==> config.mk <==
export PLATFORM = sky130hd
export DESIGN_NAME = scroll_menu_flat
export DESIGN_NICKNAME = d
export VERILOG_FILES = /design/src/rtl/scroll_menu_if.sv /design/src/rtl/scroll_menu.sv /design/src/flat_wrapper.sv
export SDC_FILE = /design/constraint.sdc
export NUM_CORES = 1
export LEC_CHECK = 0
export BUFFER_PORTS_ARGS = -buffer_cell sky130_fd_sc_hd__buf_4
export CAP_MARGIN = 15
export CORE_AREA = 3 3 588 590
export CTS_CLUSTER_DIAMETER = 200
export DETAILED_ROUTE_END_ITERATION = 8
export DIE_AREA = 0 0 591 593
export MAX_ROUTING_LAYER = met4
export RECOVER_POWER = 100
export SYNTH_ARGS = -nofsm -noshare
export SYNTH_HDL_FRONTEND = slang
export SYNTH_SLANG_ARGS = --single-unit
==> constraint.sdc <==
create_clock -name prog_clk -period 19.6 [get_ports prog_clk]
set_input_delay 3.92 -clock prog_clk [delete_from_list [all_inputs] [get_ports prog_clk]]
set_output_delay 3.92 -clock prog_clk [all_outputs]
set_load 0.02 [all_outputs]
==> src/rtl/scroll_menu_if.sv <==
// Key/back inputs, chart store read port and display outputs of the scroll menu.
interface scroll_menu_if #(
    parameter int VIS_ROWS = 5,
    parameter int NAME_LEN = 16
);
    logic                      key_up;
    logic                      key_down;
    logic                      key_left;
    logic                      key_right;
    logic                      back;
    logic [8*NAME_LEN-1:0]     chart_name;
    logic [7:0]                read_chart_id;
    logic [VIS_ROWS*32*8-1:0]  row_text;
    logic [63:0]               seg;
    logic [1:0]                state;
    logic                      auto_play;
    logic                      busy;
    logic [7:0]                cursor;

    modport master (
        output key_up, key_down, key_left, key_right, back, chart_name,
        input  read_chart_id, row_text, seg, state, auto_play, busy, cursor
    );

    modport slave (
        input  key_up, key_down, key_left, key_right, back, chart_name,
        output read_chart_id, row_text, seg, state, auto_play, busy, cursor
    );
endinterface

==> src/rtl/scroll_menu.sv <==
// Scrolling chart-select menu: cursor/window navigation plus a row-name cache refilled from the chart store.
//   state  | meaning
//   IDLE   | cache valid, read_chart_id shows the selected chart
//   FETCH  | present id of row's chart (non-chart rows skip in one cycle)
//   WAIT   | count down READ_LAT cycles for chart_name
//   STORE  | capture chart_name into the row cache
module scroll_menu #(
    parameter int NUM_CHARTS = 16,
    parameter int VIS_ROWS   = 5,
    parameter int NAME_LEN   = 16,
    parameter int READ_LAT   = 1
) (
    input logic          prog_clk,
    input logic          rst,
    scroll_menu_if.slave bus
);
    localparam int ITEMS = NUM_CHARTS + 2;
    localparam int RW    = $clog2(VIS_ROWS);
    localparam logic [8*13-1:0] HIST_NAME = "Score History";
    localparam logic [8*9-1:0]  FREE_NAME = "Free play";

    typedef enum logic [1:0] {MENU = 2'd0, HISTORY = 2'd1, PLAY = 2'd2} ui_state_t;
    typedef enum logic [1:0] {IDLE, FETCH, WAIT, STORE} fill_state_t;

    ui_state_t             ui_state, ui_state_n;
    fill_state_t           fill_state, fill_state_n;
    logic [7:0]            cursor, cursor_n, top, top_n;
    logic                  auto_play, auto_play_n;
    logic [63:0]           seg, seg_n;
    logic [RW-1:0]         row, row_n;
    logic [7:0]            wait_cnt, wait_cnt_n;
    logic                  store_en, refill_req, busy, one_key, last_row;
    logic [7:0]            fetch_item;
    logic [3:0]            keys;
    logic [8*NAME_LEN-1:0] name_cache [VIS_ROWS];

    function automatic logic [15:0] dec2(input logic [7:0] v);
        return {8'd48 + v / 8'd10, 8'd48 + v % 8'd10};
    endfunction

    function automatic logic is_chart(input logic [7:0] item);
        return (item >= 8'd2) && (item < 8'(ITEMS));
    endfunction

    function automatic logic [63:0] seg_text(input logic [7:0] item);
        if (item == 8'd0) return "history ";
        if (item == 8'd1) return "free    ";
        return {"song  ", dec2(item - 8'd1)};
    endfunction

    // Char c of a row sits at bits [255-8c -: 8].
    function automatic logic [255:0] render_row(input logic [7:0] item, input logic [7:0] cur,
                                                input logic [8*NAME_LEN-1:0] name);
        logic [255:0] t;
        t = {32{8'h20}};
        if (item < 8'(ITEMS)) begin
            if (item == cur) t[255 -: 24] = ">>>";
            t[223 -: 8] = "[";
            if (item != 8'd0) t[215 -: 16] = dec2((item == 8'd1) ? 8'd0 : item - 8'd1);
            t[199 -: 8] = "]";
            if (item == 8'd0)      t[183 -: 104] = HIST_NAME;
            else if (item == 8'd1) t[183 -: 72] = FREE_NAME;
            else                   t[183 -: 8*NAME_LEN] = name;
        end
        return t;
    endfunction

    assign keys    = {bus.key_up, bus.key_down, bus.key_left, bus.key_right};
    assign one_key = (keys != 4'd0) && ((keys & (keys - 4'd1)) == 4'd0);
    assign busy    = (fill_state != IDLE);

    always_comb begin
        cursor_n    = cursor;
        top_n       = top;
        ui_state_n  = ui_state;
        auto_play_n = auto_play;
        seg_n       = seg;
        if (ui_state == MENU) begin
            if (!busy && one_key) begin
                if (bus.key_up || bus.key_down) begin
                    if (bus.key_up) cursor_n = (cursor == 8'd0) ? 8'(ITEMS - 1) : cursor - 8'd1;
                    else            cursor_n = (cursor == 8'(ITEMS - 1)) ? 8'd0 : cursor + 8'd1;
                    seg_n = seg_text(cursor_n);
                    if (cursor_n < top)                          top_n = cursor_n;
                    else if (cursor_n > top + 8'(VIS_ROWS - 1)) top_n = cursor_n - 8'(VIS_ROWS - 1);
                end else if (bus.key_right) begin
                    if (cursor == 8'd0) ui_state_n = HISTORY;
                    else begin
                        ui_state_n  = PLAY;
                        auto_play_n = 1'b0;
                    end
                end else if (cursor != 8'd0) begin
                    ui_state_n  = PLAY;
                    auto_play_n = 1'b1;
                end
            end
        end else if (bus.back) begin
            ui_state_n = MENU;
        end
    end

    assign refill_req = (top_n != top);
    assign fetch_item = top + 8'(row);
    assign last_row   = (row == RW'(VIS_ROWS - 1));

    always_comb begin
        fill_state_n = fill_state;
        row_n        = row;
        wait_cnt_n   = wait_cnt;
        store_en     = 1'b0;
        case (fill_state)
            FETCH: begin
                if (is_chart(fetch_item)) begin
                    fill_state_n = WAIT;
                    wait_cnt_n   = 8'(READ_LAT - 1);
                end else begin
                    fill_state_n = last_row ? IDLE : FETCH;
                    row_n        = last_row ? '0 : row + RW'(1);
                end
            end
            WAIT: begin
                if (wait_cnt == 8'd0) fill_state_n = STORE;
                else                  wait_cnt_n   = wait_cnt - 8'd1;
            end
            STORE: begin
                store_en     = 1'b1;
                fill_state_n = last_row ? IDLE : FETCH;
                row_n        = last_row ? '0 : row + RW'(1);
            end
            default: ;
        endcase
        // A window move always restarts the fill from the first visible row.
        if (refill_req) begin
            fill_state_n = FETCH;
            row_n        = '0;
        end
    end

    always_ff @(posedge prog_clk) begin
        if (rst) begin
            ui_state   <= MENU;
            cursor     <= 8'd0;
            top        <= 8'd0;
            auto_play  <= 1'b0;
            seg        <= "        ";
            fill_state <= FETCH;
            row        <= '0;
            wait_cnt   <= 8'd0;
        end else begin
            ui_state   <= ui_state_n;
            cursor     <= cursor_n;
            top        <= top_n;
            auto_play  <= auto_play_n;
            seg        <= seg_n;
            fill_state <= fill_state_n;
            row        <= row_n;
            wait_cnt   <= wait_cnt_n;
        end
    end

    always_ff @(posedge prog_clk) begin
        if (rst) begin
            for (int r = 0; r < VIS_ROWS; r++) name_cache[r] <= {NAME_LEN{8'h20}};
        end else if (store_en) begin
            name_cache[row] <= bus.chart_name;
        end
    end

    always_comb begin
        if (fill_state == IDLE) bus.read_chart_id = (cursor >= 8'd2) ? cursor - 8'd1 : 8'd0;
        else bus.read_chart_id = is_chart(fetch_item) ? fetch_item - 8'd1 : 8'd0;
    end

    always_comb begin
        bus.row_text = '0;
        for (int r = 0; r < VIS_ROWS; r++)
            bus.row_text[(VIS_ROWS - r)*256 - 1 -: 256] = render_row(top + 8'(r), cursor, name_cache[r]);
    end

    assign bus.seg       = seg;
    assign bus.state     = ui_state;
    assign bus.auto_play = auto_play;
    assign bus.busy      = busy;
    assign bus.cursor    = cursor;
endmodule

==> src/flat_wrapper.sv <==
// flat-port wrapper written by rule: the top's interface ports become plain ports
module scroll_menu_flat 
#(
    parameter int NUM_CHARTS = 16,
    parameter int VIS_ROWS   = 5,
    parameter int NAME_LEN   = 16,
    parameter int READ_LAT   = 1
)
  (prog_clk, rst, bus_key_up, bus_key_down, bus_key_left, bus_key_right, bus_back, bus_chart_name, bus_read_chart_id, bus_row_text, bus_seg, bus_state, bus_auto_play, bus_busy, bus_cursor);
  scroll_menu_if #(.VIS_ROWS(VIS_ROWS), .NAME_LEN(NAME_LEN)) bus_i ();
  input logic prog_clk;
  input logic rst;
  input wire logic [$bits(bus_i.key_up)-1:0] bus_key_up;
  input wire logic [$bits(bus_i.key_down)-1:0] bus_key_down;
  input wire logic [$bits(bus_i.key_left)-1:0] bus_key_left;
  input wire logic [$bits(bus_i.key_right)-1:0] bus_key_right;
  input wire logic [$bits(bus_i.back)-1:0] bus_back;
  input wire logic [$bits(bus_i.chart_name)-1:0] bus_chart_name;
  output wire logic [$bits(bus_i.read_chart_id)-1:0] bus_read_chart_id;
  output wire logic [$bits(bus_i.row_text)-1:0] bus_row_text;
  output wire logic [$bits(bus_i.seg)-1:0] bus_seg;
  output wire logic [$bits(bus_i.state)-1:0] bus_state;
  output wire logic [$bits(bus_i.auto_play)-1:0] bus_auto_play;
  output wire logic [$bits(bus_i.busy)-1:0] bus_busy;
  output wire logic [$bits(bus_i.cursor)-1:0] bus_cursor;
  assign bus_i.key_up = bus_key_up;
  assign bus_i.key_down = bus_key_down;
  assign bus_i.key_left = bus_key_left;
  assign bus_i.key_right = bus_key_right;
  assign bus_i.back = bus_back;
  assign bus_i.chart_name = bus_chart_name;
  assign bus_read_chart_id = bus_i.read_chart_id;
  assign bus_row_text = bus_i.row_text;
  assign bus_seg = bus_i.seg;
  assign bus_state = bus_i.state;
  assign bus_auto_play = bus_i.auto_play;
  assign bus_busy = bus_i.busy;
  assign bus_cursor = bus_i.cursor;
  scroll_menu #(.NUM_CHARTS(NUM_CHARTS), .VIS_ROWS(VIS_ROWS), .NAME_LEN(NAME_LEN), .READ_LAT(READ_LAT)) u_core (.prog_clk(prog_clk), .rst(rst), .bus(bus_i));
endmodule
==> results by group <==
Critical path
  – Startpoint Class: flip-flop
  – Crit path DAT: 11.82 ns
  – Worst r2r src: u_core.fill_state[0]
  – CP endpoint kind: primary output
  – Worst R2R Path Depth: 7
  – Critical Path Fanout Max: 29
  – FF-to-FF setup slack: between 8 and 9 ns
  – Worst r2r dst: u_core.name_cache[2][44]
  – Worst Path Required: between 15 and 20 ns
  – Critical path type: reg -> out

Synth
  – Post-synth top cells: 708 x and2_1, 640 x edfxtp_1, 599 x buf_4
  – Yosys top cell by area: edfxtp_1
  – Synth warnings: 0
  – Synth top area share: a little over two fifths
  – Synth top area cells: edfxtp_1 43%, buf_4 10%, and2_1 10%
  – Syn Inst Count: roughly 4600
  – Seq/Total Area, Yosys: ~46%
  – Most used flip-flop cell after synthesis: edfxtp_1
  – Post-synthesis cell type count: between 100 and 150
  – Most common cell in the netlist: and2_1
  – Async SR Flop Fraction: 0%
  – Yosys reg bits: slightly below 700
  – EDFF count, synth: 640
  – Area of the mapped netlist: about 44000 um^2
  – Syn_area_per_cell: about 9.5 um^2

Run status
  – Violations in the final reports: max-capacitance violations, max-slew violations
  – Status: complete, but fails checks

STA
  – Final Slew Violations: between 2000 and 2500
  – Final period util: 80.3%
  – Worst slew pin tran: 8.06 ns
  – Post-layout minimum cycle time: between 15 and 20 ns
  – Clock Skews: ~0.069 ns
  – RSZ-0062 raised after global routing: no
  – Fin. Hold Viols: 0
  – Slew margin rel.: -438%
  – Total negative slack: 0 ns
  – Final Setup Violations: 0
  – Final WS setup: between 3 and 4 ns
  – Max frequency: about 64 MHz

Pwr
  – Flop pwr share: between 30% and 40%
  – Total Power: approximately 5.2 mW
  – Combinational power share: between 30% and 40%
  – Switching share of power: 38.5%
  – Power Dens Cells: 94.5 nW/um^2
  – Clock power share: approximately 34%
  – Internal Pwr Total: 3.18 mW
  – Psw: 1.99 mW
  – LEAKAGE: approximately 20 nW
  – Peak supply drop: ~0.066 mV

Hold path
  – Hold depth: 2
  – Hold WC Path Type: reg -> reg
  – Hold Path Origin: u_core.bus.seg[10]
  – Worst hold endpoint: u_core.bus.seg[10]

Placement
  – Placed cell count: slightly below 10000
  – HPWL Detailed: 190 mm
  – Final Wtd Congestion: between 0.8 and 0.9
  – # port buffers: 1035
  – Dpl ws: 7.32 ns

CTS
  – Hold_buf cts: 0
  – # resized after CTS: 0
  – Total CTS buffers: 94
  – Clock latency on the worst-skew pair: around 0.8 ns
  – Root Buffer: clkbuf_16
  – TritonCTS clock tree: done
  – Clk slew on worst S/H paths: around 0.06 ns
  – H-tree Lvls: 3
  – Clock sinks: a little under 700
  – Setup Fix Bufs, Post-CTS: 0
  – Maximum clock path buffer count: 4

Detailed routing
  – Wirelength per Cell: around 25 um
  – DR pass1 iterations: 5
  – Post-Route WL: ~250 mm
  – Iter 0 DRT Violations: about 3100
  – Final ANT Viol Nets: 0
  – DRC viols: 0
  – Vias/cell: between 3 and 4
  – Via Count: 37414

Floorplanning
  – I/O pin total: roughly 1500
  – Initial Util: about an eighth
  – Rows: ~210
  – Die Width: ~590 um
  – DIE AREA: 350000 um^2
  – Core box area: between 300000 and 400000 um^2
  – Die Y: 593 um

Global route
  – Global Route Usage Sum: 13.9%
  – Pin count of the biggest net entering global routing: 130
  – GRT Residual Overflow: 0
  – Antenna violations before repair: between 50 and 60
  – Vias in the first global route: ~35000
  – First-pass GRT wire length: between 300 and 400 mm

Final layout
  – Layout cells sized above 1: about 10%
  – Nets: about 5600
  – Post-route insts no fill: between 10000 and 15000
  – Fin util: 16.1%
  – Filler Cell Count: 38791
  – P&R area growth vs syn: 23.6%

Run
  – Max-cap violations: between 40 and 50
area by class of cell:
cell class / instances / area [um^2] / area share [%]
tap: 4536 / 5680 / 10.4
multi-input combinational: 3451 / 19900 / 36.4
sequential: 694 / 20300 / 37.1
clock inverter: 55 / 578 / 1.06
antenna: 29 / 72.6 / 0.133
inverter: 74 / 278 / 0.508
timing repair buffer: 1121 / 5490 / 10.0
clock buffer: 107 / 2420 / 4.43
worst max path at each step:
stage	depth (start not counted)	start	end	slack, ns
2_1_floorplan	6	rst	u_core.name_cache[1][0]	5.18
3_3_place_gp	25	u_core.top[1]	bus_row_text[462]	7.43
3_5_place_dp	25	u_core.top[1]	bus_row_text[462]	7.32
4_1_cts	25	u_core.top[1]	bus_row_text[462]	6.45
5_1_grt	25	u_core.top[0]	bus_row_text[462]	2.95
6_report	25	u_core.top[0]	bus_row_text[462]	3.86
registers in the layout, summed over array words and instances, names as in the netlist:
signal                flops
u_core.name_cache       640
u_core.bus.cursor         8
u_core.row                3
u_core.bus.state          2
u_core.top                8
u_core.fill_state         2
u_core.bus.seg           22
u_core.wait_cnt           8
u_core.bus.auto_play      1
cells in the final DEF (no fill, tap or decap), drive strengths merged, types with 9 or more instances in the layout:
cell,count
bufinv,10
or4,9
a21oi,264
nor2b,14
clkinv,37
nor4,31
nand2b,74
a211oi,38
inv,77
mux2i,16
nand4,21
nand3,62
nand2,282
or2,20
and2,708
conb,463
edfxtp,640
nor2,452
ha,76
diode,29
dfxtp,54
xor2,26
a32o,9
o211ai,14
nor3,77
a22oi,9
a21o,18
clkbuf,891
o22ai,16
o21a,20
o31ai,11
xnor2,108
buf,337
o21ai,101
or3,119
a21boi,9
a31oi,20
and3,201
through the flow:
stage	instance area, um^2	hold slack (ns)
CTS	57800	0.466
global route	54700	0.490
finish	54700	0.466
floorplan	46000	0.476
global placement	54800	0.448
detailed placement	54800	0.457
logic make-up (layout without fill, tap and decap cells):
kind of cell,Yosys count,after routing,share of synthesized area [%]
AND/OR/NAND/NOR,2097,2097,25.5
flip-flops,694,694,45.9
multiplexers,24,24,0.599
other,2,492,0.0170
buffers and inverters,960,1357,13.3
adder cells (fa/ha/maj),82,82,2.31
AO/OA/AOI/OAI,651,651,9.63
XOR/XNOR,134,134,2.76
power groups by stage:
stage | clock network, mW | logic (mW) | registers [mW]
detailed placement | 0 | 1.78 | 1.81
global route | 1.85 | 1.76 | 1.80
CTS | 1.81 | 1.79 | 1.78
global placement | 0 | 1.77 | 1.80
floorplan | 0 | 1.07 | 1.81
finish | 1.75 | 1.63 | 1.79
worst max-delay path, stage by stage (launching register included):
cell and delay (ns):
dfxtp_1 1.18, inv_1 0.48, ha_1 0.49, nand2b_1 0.25, xnor2_1 0.27, nor4_2 0.18, clkbuf_1 2.01, a21oi_1 0.54
nor2_1 0.23, ha_1 0.26, o21a_1 0.12, o211ai_1 0.14, a21oi_1 0.15, a221oi_1 1.28, nand2_1 0.34, mux2i_1 0.44
a21oi_2 0.13, maj3_1 0.37, a21o_1 0.25, or4b_1 0.61, nor3b_1 0.20, a21oi_1 0.38, ha_1 0.24, xnor2_1 0.09
nor2_1 0.14, clkbuf_1 0.27
layer usage:
layer / global-route usage [%] / wire length, um / vias to the layer above
met4: 4.80 / 10800 / 0
met1: 15.6 / 94300 / 18419
met2: 23.1 / 119000 / 2030
li1: - / - / 16649
met5: - / 0 / -
met3: 4.53 / 25800 / 316
(Power assumes the default switching activity.)
